## src/rtl/pc_gen_pkg.sv

```systemverilog
// pc_gen_pkg: shared types and constants for the fetch-stage PC generator.
//   - state_t      : RUN / HALT FSM states (legacy 1-bit encodings kept as
//                    localparam constants ST_RUN / ST_HALT)
//   - ctr_t        : 2-bit branch counter, constants SNT/WNT/WT/ST
//   - btb_entry_t  : one BTB line {valid, tag, target, ctr}; tag and target
//                    are stored zero-extended to BTB_FIELD_W bits so that the
//                    struct does not depend on the PC width parameter
//   - ctr_update() : saturating counter step toward a branch outcome
//   - DEF_RESET_VEC / DEF_EXC_VEC : default reset and exception vectors
package pc_gen_pkg;

    localparam logic [31:0] DEF_RESET_VEC = 32'h0000_0000;
    localparam logic [31:0] DEF_EXC_VEC   = 32'h0000_0180;

    localparam logic [0:0] ST_RUN  = 1'b0;
    localparam logic [0:0] ST_HALT = 1'b1;

    typedef enum logic [0:0] {
        RUN  = ST_RUN,
        HALT = ST_HALT
    } state_t;

    typedef logic [1:0] ctr_t;

    localparam ctr_t SNT = 2'b00;
    localparam ctr_t WNT = 2'b01;
    localparam ctr_t WT  = 2'b10;
    localparam ctr_t ST  = 2'b11;

    localparam int unsigned BTB_FIELD_W = 64;

    typedef struct packed {
        logic                   valid;
        logic [BTB_FIELD_W-1:0] tag;
        logic [BTB_FIELD_W-1:0] target;
        ctr_t                   ctr;
    } btb_entry_t;

    function automatic ctr_t ctr_update(input ctr_t c, input logic taken);
        if (taken) begin
            return (c == ST) ? ST : ctr_t'(c + 2'd1);
        end
        return (c == SNT) ? SNT : ctr_t'(c - 2'd1);
    endfunction

endpackage

```

## src/rtl/pc_gen_if.sv

```systemverilog
// pc_gen_if: fetch-control bundle between the pipeline and pc_gen.
//   Inputs to pc_gen : pc_write, jump_id, instr_index_id, pc_id, res_valid,
//                      res_taken, res_pred, res_pc, res_target, exc_req,
//                      halt_req, resume
//   Outputs          : pc, pred_taken, flush_if_id, flush_id_ex,
//                      flush_ex_mem, halted
//   modport slave  : pc_gen side
//   modport master : pipeline / testbench side
interface pc_gen_if #(
    parameter int unsigned ADDR_W = 32
);
    logic              pc_write;
    logic              jump_id;
    logic [25:0]       instr_index_id;
    logic [ADDR_W-1:0] pc_id;
    logic              res_valid;
    logic              res_taken;
    logic              res_pred;
    logic [ADDR_W-1:0] res_pc;
    logic [ADDR_W-1:0] res_target;
    logic              exc_req;
    logic              halt_req;
    logic              resume;

    logic [ADDR_W-1:0] pc;
    logic              pred_taken;
    logic              flush_if_id;
    logic              flush_id_ex;
    logic              flush_ex_mem;
    logic              halted;

    modport slave (
        input  pc_write, jump_id, instr_index_id, pc_id,
        input  res_valid, res_taken, res_pred, res_pc, res_target,
        input  exc_req, halt_req, resume,
        output pc, pred_taken, flush_if_id, flush_id_ex, flush_ex_mem, halted
    );

    modport master (
        output pc_write, jump_id, instr_index_id, pc_id,
        output res_valid, res_taken, res_pred, res_pc, res_target,
        output exc_req, halt_req, resume,
        input  pc, pred_taken, flush_if_id, flush_id_ex, flush_ex_mem, halted
    );
endinterface

```

## src/rtl/pc_btb.sv

```systemverilog
// pc_btb: direct-mapped branch target buffer used by pc_gen when the
// PC_GEN_BTB_EN macro is defined.
//   clk, reset    : clock, asynchronous active-low reset (clears valid bits,
//                   counters to WNT)
//   lookup_word   : fetch PC without its two byte-offset bits
//   pred_taken    : lookup hit with counter in a taken state
//   pred_target   : stored target of the looked-up line
//   upd_en        : a conditional branch has resolved this cycle
//   upd_word      : resolved branch PC without byte-offset bits
//   upd_taken     : actual outcome
//   upd_target    : computed branch target
// Updates land at the next edge, so a lookup of the same line in the update
// cycle returns the old contents.
module pc_btb
    import pc_gen_pkg::*;
#(
    parameter int unsigned ADDR_W    = 32,
    parameter int unsigned BTB_DEPTH = 16
) (
    input  logic              clk,
    input  logic              reset,
    input  logic [ADDR_W-3:0] lookup_word,
    output logic              pred_taken,
    output logic [ADDR_W-1:0] pred_target,
    input  logic              upd_en,
    input  logic [ADDR_W-3:0] upd_word,
    input  logic              upd_taken,
    input  logic [ADDR_W-1:0] upd_target
);

    localparam int unsigned IDX_W = $clog2(BTB_DEPTH);

    btb_entry_t mem [BTB_DEPTH];

    logic [IDX_W-1:0]       lk_idx;
    logic [BTB_FIELD_W-1:0] lk_tag;
    btb_entry_t             lk;
    logic [IDX_W-1:0]       up_idx;
    logic [BTB_FIELD_W-1:0] up_tag;
    btb_entry_t             up;
    logic                   up_hit;

    always_comb begin
        lk_idx      = lookup_word[IDX_W-1:0];
        lk_tag      = BTB_FIELD_W'(lookup_word[ADDR_W-3:IDX_W]);
        lk          = mem[lk_idx];
        pred_taken  = lk.valid && (lk.tag == lk_tag) && lk.ctr[1];
        pred_target = lk.target[ADDR_W-1:0];
    end

    always_comb begin
        up_idx = upd_word[IDX_W-1:0];
        up_tag = BTB_FIELD_W'(upd_word[ADDR_W-3:IDX_W]);
        up     = mem[up_idx];
        up_hit = up.valid && (up.tag == up_tag);
    end

    always_ff @(posedge clk or negedge reset) begin
        if (!reset) begin
            for (int unsigned i = 0; i < BTB_DEPTH; i++) begin
                mem[i].valid  <= 1'b0;
                mem[i].tag    <= '0;
                mem[i].target <= '0;
                mem[i].ctr    <= WNT;
            end
        end else if (upd_en) begin
            if (up_hit) begin
                mem[up_idx].ctr    <= ctr_update(up.ctr, upd_taken);
                mem[up_idx].target <= BTB_FIELD_W'(upd_target);
            end else if (upd_taken) begin
                // Only taken branches earn a line; a not-taken miss leaves
                // whatever lives there untouched.
                mem[up_idx] <= '{valid:  1'b1,
                                 tag:    up_tag,
                                 target: BTB_FIELD_W'(upd_target),
                                 ctr:    WT};
            end
        end
    end

endmodule

```

## src/rtl/pc_gen.sv

```systemverilog
// pc_gen: fetch-stage program-counter generator for the 5-stage MIPS pipe.
//   clk    : clock
//   reset  : asynchronous, active-low reset (pc <= RESET_VEC, FSM -> RUN)
//   bus    : pc_gen_if.slave carrying stall, ID jump, EX/MEM branch
//            resolution, exception, halt/resume inputs and the pc,
//            pred_taken, flush_* and halted outputs
// Next-PC priority: exception > mispredict > jump (needs pc_write) >
// hold (stall or HALT) > predicted/sequential PC.
// Optional macro PC_GEN_BTB_EN adds the pc_btb branch predictor; without
// it pred_taken is 0 and the predicted PC is always pc+4.
module pc_gen
    import pc_gen_pkg::*;
#(
    parameter int unsigned       ADDR_W    = 32,
    parameter logic [ADDR_W-1:0] RESET_VEC = DEF_RESET_VEC,
    parameter logic [ADDR_W-1:0] EXC_VEC   = DEF_EXC_VEC,
    parameter int unsigned       BTB_DEPTH = 16
) (
    input logic     clk,
    input logic     reset,
    pc_gen_if.slave bus
);

    if (ADDR_W < 28) begin : g_bad_addr_w
        $error("pc_gen: ADDR_W must be at least 28");
    end
    if (BTB_DEPTH < 2 || (BTB_DEPTH & (BTB_DEPTH - 1)) != 0) begin : g_bad_depth
        $error("pc_gen: BTB_DEPTH must be a power of two, at least 2");
    end

    // Keeps the upper ADDR_W-28 bits of pc_id+4 for J-format targets;
    // written as a shift so ADDR_W == 28 needs no zero-width slice.
    localparam logic [ADDR_W-1:0] JUMP_HI_MASK = {ADDR_W{1'b1}} << 28;

    logic [ADDR_W-1:0] pc_q;
    logic [ADDR_W-1:0] pc_next;
    logic [ADDR_W-1:0] pc_plus4;
    logic [ADDR_W-1:0] pc_pred;
    logic [ADDR_W-1:0] fix_pc;
    logic [ADDR_W-1:0] jump_pc;
    logic [ADDR_W-1:0] btb_target;
    logic              btb_taken;
    logic              mispredict;
    logic              f_if_id;
    logic              f_id_ex;
    logic              f_ex_mem;
    state_t            state_q;
    state_t            state_next;

`ifdef PC_GEN_BTB_EN
    pc_btb #(
        .ADDR_W    (ADDR_W),
        .BTB_DEPTH (BTB_DEPTH)
    ) u_btb (
        .clk         (clk),
        .reset       (reset),
        .lookup_word (pc_q[ADDR_W-1:2]),
        .pred_taken  (btb_taken),
        .pred_target (btb_target),
        .upd_en      (bus.res_valid),
        .upd_word    (bus.res_pc[ADDR_W-1:2]),
        .upd_taken   (bus.res_taken),
        .upd_target  (bus.res_target)
    );
`else
    assign btb_taken  = 1'b0;
    assign btb_target = '0;
`endif

    always_comb begin
        pc_plus4   = pc_q + ADDR_W'(4);
        pc_pred    = btb_taken ? btb_target : pc_plus4;
        mispredict = bus.res_valid && (bus.res_taken != bus.res_pred);
        fix_pc     = bus.res_taken ? bus.res_target : bus.res_pc + ADDR_W'(4);
        jump_pc    = ((bus.pc_id + ADDR_W'(4)) & JUMP_HI_MASK)
                   | ADDR_W'({bus.instr_index_id, 2'b00});
    end

    always_comb begin
        pc_next    = pc_q;
        state_next = state_q;
        f_if_id    = 1'b0;
        f_id_ex    = 1'b0;
        f_ex_mem   = 1'b0;
        // Flushes are combinational from the inputs; gate them so nothing
        // leaks out while reset is held.
        if (reset) begin
            if (bus.exc_req) begin
                pc_next    = EXC_VEC;
                state_next = RUN;
                f_if_id    = 1'b1;
                f_id_ex    = 1'b1;
                f_ex_mem   = 1'b1;
            end else if (mispredict) begin
                // Redirects even from HALT; the FSM stays where it is.
                pc_next = fix_pc;
                f_if_id = 1'b1;
                f_id_ex = 1'b1;
            end else begin
                if (bus.jump_id && bus.pc_write) begin
                    pc_next = jump_pc;
                    f_if_id = 1'b1;
                end else if (bus.pc_write && state_q == RUN) begin
                    pc_next = pc_pred;
                end
                // Halt entry takes effect from the following edge, so the
                // PC still moves on the edge that accepts halt_req.
                if (state_q == RUN && bus.halt_req) begin
                    state_next = HALT;
                end else if (state_q == HALT && bus.resume) begin
                    state_next = RUN;
                end
            end
        end
    end

    always_ff @(posedge clk or negedge reset) begin
        if (!reset) begin
            pc_q    <= RESET_VEC;
            state_q <= RUN;
        end else begin
            pc_q    <= pc_next;
            state_q <= state_next;
        end
    end

    assign bus.pc           = pc_q;
    assign bus.pred_taken   = btb_taken;
    assign bus.flush_if_id  = f_if_id;
    assign bus.flush_id_ex  = f_id_ex;
    assign bus.flush_ex_mem = f_ex_mem;
    assign bus.halted       = (state_q == HALT);

endmodule

```

## src/flat_wrapper.sv

```systemverilog
// flat-port wrapper written by rule: the top's interface ports become plain ports
module pc_gen_flat import pc_gen_pkg::*;
#(
    parameter int unsigned       ADDR_W    = 32,
    parameter logic [ADDR_W-1:0] RESET_VEC = DEF_RESET_VEC,
    parameter logic [ADDR_W-1:0] EXC_VEC   = DEF_EXC_VEC,
    parameter int unsigned       BTB_DEPTH = 16
)
  (clk, reset, bus_pc_write, bus_jump_id, bus_instr_index_id, bus_pc_id, bus_res_valid, bus_res_taken, bus_res_pred, bus_res_pc, bus_res_target, bus_exc_req, bus_halt_req, bus_resume, bus_pc, bus_pred_taken, bus_flush_if_id, bus_flush_id_ex, bus_flush_ex_mem, bus_halted);
  pc_gen_if #(.ADDR_W(ADDR_W)) bus_i ();
  input logic clk;
  input logic reset;
  input wire logic [$bits(bus_i.pc_write)-1:0] bus_pc_write;
  input wire logic [$bits(bus_i.jump_id)-1:0] bus_jump_id;
  input wire logic [$bits(bus_i.instr_index_id)-1:0] bus_instr_index_id;
  input wire logic [$bits(bus_i.pc_id)-1:0] bus_pc_id;
  input wire logic [$bits(bus_i.res_valid)-1:0] bus_res_valid;
  input wire logic [$bits(bus_i.res_taken)-1:0] bus_res_taken;
  input wire logic [$bits(bus_i.res_pred)-1:0] bus_res_pred;
  input wire logic [$bits(bus_i.res_pc)-1:0] bus_res_pc;
  input wire logic [$bits(bus_i.res_target)-1:0] bus_res_target;
  input wire logic [$bits(bus_i.exc_req)-1:0] bus_exc_req;
  input wire logic [$bits(bus_i.halt_req)-1:0] bus_halt_req;
  input wire logic [$bits(bus_i.resume)-1:0] bus_resume;
  output wire logic [$bits(bus_i.pc)-1:0] bus_pc;
  output wire logic [$bits(bus_i.pred_taken)-1:0] bus_pred_taken;
  output wire logic [$bits(bus_i.flush_if_id)-1:0] bus_flush_if_id;
  output wire logic [$bits(bus_i.flush_id_ex)-1:0] bus_flush_id_ex;
  output wire logic [$bits(bus_i.flush_ex_mem)-1:0] bus_flush_ex_mem;
  output wire logic [$bits(bus_i.halted)-1:0] bus_halted;
  assign bus_i.pc_write = bus_pc_write;
  assign bus_i.jump_id = bus_jump_id;
  assign bus_i.instr_index_id = bus_instr_index_id;
  assign bus_i.pc_id = bus_pc_id;
  assign bus_i.res_valid = bus_res_valid;
  assign bus_i.res_taken = bus_res_taken;
  assign bus_i.res_pred = bus_res_pred;
  assign bus_i.res_pc = bus_res_pc;
  assign bus_i.res_target = bus_res_target;
  assign bus_i.exc_req = bus_exc_req;
  assign bus_i.halt_req = bus_halt_req;
  assign bus_i.resume = bus_resume;
  assign bus_pc = bus_i.pc;
  assign bus_pred_taken = bus_i.pred_taken;
  assign bus_flush_if_id = bus_i.flush_if_id;
  assign bus_flush_id_ex = bus_i.flush_id_ex;
  assign bus_flush_ex_mem = bus_i.flush_ex_mem;
  assign bus_halted = bus_i.halted;
  pc_gen #(.ADDR_W(ADDR_W), .RESET_VEC(RESET_VEC), .EXC_VEC(EXC_VEC), .BTB_DEPTH(BTB_DEPTH)) u_core (.clk(clk), .reset(reset), .bus(bus_i));
endmodule
```

## config.mk

```make
export PLATFORM = sky130hd
export DESIGN_NAME = pc_gen_flat
export DESIGN_NICKNAME = d
export VERILOG_FILES = /design/src/rtl/pc_gen_pkg.sv /design/src/rtl/pc_gen_if.sv /design/src/rtl/pc_btb.sv /design/src/rtl/pc_gen.sv /design/src/flat_wrapper.sv
export SDC_FILE = /design/constraint.sdc
export NUM_CORES = 1
export LEC_CHECK = 0
export CELL_PAD_IN_SITES_DETAIL_PLACEMENT = 0
export CELL_PAD_IN_SITES_GLOBAL_PLACEMENT = 1
export CORE_ASPECT_RATIO = 0.5
export CORE_MARGIN = 2
export CORE_UTILIZATION = 28
export CTS_CLUSTER_DIAMETER = 100
export CTS_CLUSTER_SIZE = 10
export DETAILED_ROUTE_END_ITERATION = 10
export GPL_TIMING_DRIVEN = 0
export PLACE_DENSITY_LB_ADDON = 0.08
export SLEW_MARGIN = 20
export SYNTH_ARGS = -nofsm -noshare
export SYNTH_HDL_FRONTEND = slang
export SYNTH_HIERARCHICAL = 1
export SYNTH_SLANG_ARGS = --single-unit
```

## constraint.sdc

```tcl
create_clock -name clk -period 2.5 [get_ports clk]
set_input_delay 0.25 -clock clk [delete_from_list [all_inputs] [get_ports clk]]
set_output_delay 0.25 -clock clk [all_outputs]
set_load 0.02 [all_outputs]
```

# Yosys cells after proc, flatten, opt, wreduce, memory -nomap -nowiden
# Cells that the tools add are included.
word_totals:
  regBits: 33
  input_bits: 132
  wordCells: 36
  out_inout_bits: 37
op_classes:
  reduce_logical: 9
  mux: 18
  eq_ne: 2
  n_addsub: 3
  bitwise: 2
ops:
  columns: ["op", "n"]
  rows:
  - ["$mux 32", 5]
  - ["$add 32x3->32 const B", 3]
  - ["$or 32x28->32", 1]
  - ["$mux 1", 13]
  - ["$logic_and 1x1->1", 5]
  - ["$reduce_bool 4->1", 1]
  - ["$reduce_and 3->1", 1]
  - ["$reduce_bool 3->1", 1]
  - ["$ne 2x2->1 const B", 1]
  - ["$reduce_and 2->1", 1]
  - ["$ne 1x1->1", 1]
  - ["$not 1->1", 1]

# Longest topological paths before layout
depth:
  word_depth: 6
  ltp_mapped: 8
  ltp_nobuf: 7

# Worst setup path after synthesis
# Ideal clock, no wire load.
synth_timing:
  path_kind: "reg-to-reg"
  from: "register u_core.pc_q[4], in the netlist u_core/bus.pc[4]"
  to: "register u_core.pc_q[31], in the netlist u_core/bus.pc[31]"
  required_time_ns: 2.374
  path_stages_with_launch: 7
  setup_ns: 0.126
  t_arrival_ns: 1.850
  slack_ns: 0.524
  synth_period_minus_slack_ns: 1.976
  path_buffers: 0
  path_cell_list: "dfrtp_1 > nand3_1 > nor4_2 > nand2_1 > o21ai_0 > a21oi_1 > o32a_1"
synth_via:
  elab_chain_cells: 5
synth_rtl:
  columns: ["item", "line", "text"]
  rows:
  - ["from (decl)", "pc_gen.sv:35", "logic [ADDR_W-1:0] pc_q;"]
  - ["from (signal assigned)", "pc_gen.sv:122", "pc_q <= pc_next;"]
  - ["$add 32x3->32", "pc_gen.sv:71", "pc_plus4 = pc_q + ADDR_W'(4);"]
  - ["$mux 32", "pc_gen.sv:103", "end else if (bus.pc_write && state_q == RUN) begin"]
  - ["$mux 32", "pc_gen.sv:100", "if (bus.jump_id && bus.pc_write) begin"]
  - ["$mux 32", "pc_gen.sv:94", "end else if (mispredict) begin"]
  - ["$mux 32", "pc_gen.sv:88", "if (bus.exc_req) begin"]
# Every way passes these cells. The select of a mux whose other input is x is not followed.
# A chain may end at the register's enable or synchronous reset.

# Worst setup path after layout
layout_timing:
  from: "input bus_res_pred"
  to: "output bus_flush_if_id"
layout_via:
  elab_chain_cells: 5
layout_rtl:
  columns: ["item", "line", "text"]
  rows:
  - ["from (decl)", "flat_wrapper.sv:19", "input wire logic [$bits(bus_i.res_pred)-1:0] bus_res_pred;"]
  - ["$ne 1x1->1", "pc_gen.sv:73", "mispredict = bus.res_valid && (bus.res_taken != bus.res_pred);"]
  - ["$logic_and 1x1->1", "pc_gen.sv:73", null]
  - ["$mux 1", "pc_gen.sv:94", null]
  - ["$mux 1", "pc_gen.sv:88", null]
  - ["$mux 1", "pc_gen.sv:87", "if (reset) begin"]
  - ["to (decl)", "flat_wrapper.sv:27", "output wire logic [$bits(bus_i.flush_if_id)-1:0] bus_flush_if_id;"]
# Every way passes these cells.

==> flow_summary.ini <==
[timing]
fin_tns_setup_ns = 0
finalSetupViolCount = 0
hold_viol = 0
finClkSkew_ns = 0.00325
fin_crit_sh = 0.967
holdWs_ns = 0.458
period_needed_ns = 2.42
tightest_slew_ns = 0.914
finalWorstSetupSlack_ns = 0.0833
fmax_mhz = 414
relSlewSlack = 0.385
slew_violations = 0

[finish]
final_cell_count_no_fill = 810
drive_gt1_frac = 0.0512
fin_area_um2 = 5560
num-fill-cells = 1239
final_core_util = 0.470
multi_input_area_um2 = 2530
area_growth_pct = 62.8
seqCellArea_um2 = 826
n_antenna_cell = 0
nets = 778

[placement]
placed_cells = 799
dpl_cell_area_um2 = 5270
portBuffers = 163
gp_routability_congestion = 0.911
hpwl_mm = 12.6
place_ws_ns = -0.417

[route]
vias = 4504
drt_iter0_drc = 316
vias_per_cell = 5.56
ant_nets = 0
wl_per_cell_um = 19.6
routed_wl_mm = 15.9
drc = 0
dr.pass1.iters = 5

[critical_path]
crit_type = in2out
r2r_end = u_core/bus.pc[23]
arrival_ns = 2.17
critical_path.max_stage_delay_ns = 0.54
crit_path_end = bus_flush_if_id
end_kind = output port
crit_fanout = 7
ff2ff_setup_slack_ns = 0.12
crit_top_cell = clkdlybuf4s50_1
path_cells = clkdlybuf4s50_1, xor2_2, a211o_4, nand2_1, inv_1, clkdlybuf4s50_1
cp_slowest_cell = clkdlybuf4s50_1
crit_required_ns = 2.25
r2r_cells = 6
r2r-start = u_core/bus.pc[11]
cp-startpoint = bus_res_pred
startpoint_type = input port

[synth]
avgSynthCellArea_um2 = 7.27
yosysSeqAreaShare = 0.242
yosys_warnings = 6
ys_types = 60
async_flop_share = 1.00
ys.flop_type = dfrtp_1
synthCells = 470
yosys_register_bits = 33
synth_edf_count = 0
syn-num-nets = 604
netlist_area_um2 = 3420

[cts]
cts-root-buf = clkbuf_16
clock_latency_ns = 0.29
cts_buffers = 5
cts.path.max_buffers = 2
cts-htree-levels = 2
cts_tree = done
cts_num_sinks = 33
path_clk_slew_ns = 0.05

[outcome]
status = finished clean

[power]
internal-power_mw = 1.56
leakage_nw = 1.99
switchingPower_uw = 812
finalPower_mw = 2.38
clockPowerShare = 0.312
combinationalPowerShare = 0.381
irDropWorstVdd_mv = 0.310
pwr-share-seq = 0.307
powerDensity_nw_per_um2 = 427
swShare = 0.342

[min_path]
min_path_type = in2async

[global_route]
track_usage = 0.240
grt_pass1_vias = 4285
antenna_found_initial = 0
grt-ovfl-total = 0
grt_pass1_wl_mm = 24.0
grt_max_degree = 26

[floorplanning]
die_area_um2 = 13200
ioPinCount = 169
core_um2 = 11800
rows = 28
die_w_um = 160
fp.dieH_um = 82.1
initial_core_util = 0.289

[run]
drv_cap = 0
-- flip-flops by register name (all words and copies together), names as in the netlist --
register	cells
u_core/bus.pc	32
u_core/bus.halted	1
-- power groups by stage --
stage | logic [mW] | clock network, mW | registers (mW)
detailed placement | 0.886 | 0 | 0.738
CTS | 0.895 | 0.756 | 0.729
global route | 0.980 | 0.778 | 0.746
floorplan | 0.297 | 0 | 0.787
finish | 0.906 | 0.741 | 0.730
global placement | 0.879 | 0 | 0.739
-- layer usage --
layer / track usage / up-vias / part of all wire
li1: - / 2142 / -
met1: 0.335 / 2172 / 0.48
met2: 0.393 / 175 / 0.44
met3: 0.0460 / 15 / 0.070
met4: 0.0423 / 0 / 0.010
met5: 0 / - / 0
-- layout make-up --
| class | instances | share of cell area |
|---|---|---|
| tap | 165 | 0.0371 |
| buffer | 24 | 0.0187 |
| clock buffer | 7 | 0.0256 |
| timing repair buffer | 167 | 0.303 |
| sequential | 33 | 0.148 |
| clock inverter | 1 | 0.00540 |
| multi-input combinational | 402 | 0.455 |
| inverter | 11 | 0.00742 |
-- worst max-delay path: cells and delay by family --
family                 cells  cell delay (ns)
buffers and inverters      3             1.06
AO/OA/AOI/OAI              1             0.41
AND/OR/NAND/NOR            1             0.24
XOR/XNOR                   1             0.20
-- cells in the final DEF, fill, tap and decap left out, drive strengths merged, types with 3 or more instances in the layout --
cell type and instances:
buf 8, mux2i 7, clkdlybuf4s50 158, clkbuf 26, a22oi 6, o21a 3, o31ai 5, o211ai 8
inv 10, nand4 32, and3 8, xor2 16, nand3 21, and2 3, or3 9, nor2 30
xnor2 23, dfrtp 33, nor3 13, nand2 65, o221ai 6, o22ai 3, and4 4, a21oi 26
a41oi 3, o21ai 53, nor4 11, a21o 6, o31a 3, a221o 3, dlymetal6s2s 4, a211o 3
a211oi 4
-- synthesized netlist by cell type, drive strengths merged (10+ instances only) --
library cell	count	share of area
nand4	32	0.063
nor2	30	0.034
nand2	65	0.071
nor4	11	0.024
o21ai	53	0.078
nor3	13	0.019
nand3	21	0.031
a21oi	26	0.038
clkbuf	20	0.022
xor2	16	0.041
inv	10	0.011
dfrtp	33	0.24
xnor2	23	0.059
-- what timing repair did --
action | in CTS | in global routing
endpoints found under the setup margin | 10 | 25
cloned | 0 | 0
endpoints found under the hold margin | 8 | 0
pin swaps | 0 | 1
resized for setup | 6 | 18
setup buffers | 0 | 1
hold buffers | 2 | 0
-- logic make-up (layout without fill, tap and decap cells) --
family,after synthesis,count (layout),share of synthesized area
AO/OA/AOI/OAI,147,147,0.276
XOR/XNOR,39,39,0.100
adder cells (fa/ha/maj),2,2,0.00732
buffers and inverters,35,210,0.0406
flip-flops,33,33,0.242
multiplexers,8,8,0.0238
other,1,1,0.00110
AND/OR/NAND/NOR,205,205,0.309
-- worst min-delay path by stage --
stage                         to  depth (start not counted)
6_report       u_core/bus.halted                          2
4_1_cts        u_core/bus.halted                          2
5_1_grt        u_core/bus.pc[26]                          2
3_5_place_dp   u_core/bus.halted                          1
3_3_place_gp    u_core/bus.pc[0]                          2
2_1_floorplan  u_core/bus.halted                          0
Note: power is estimated with default switching activity, not from simulation.
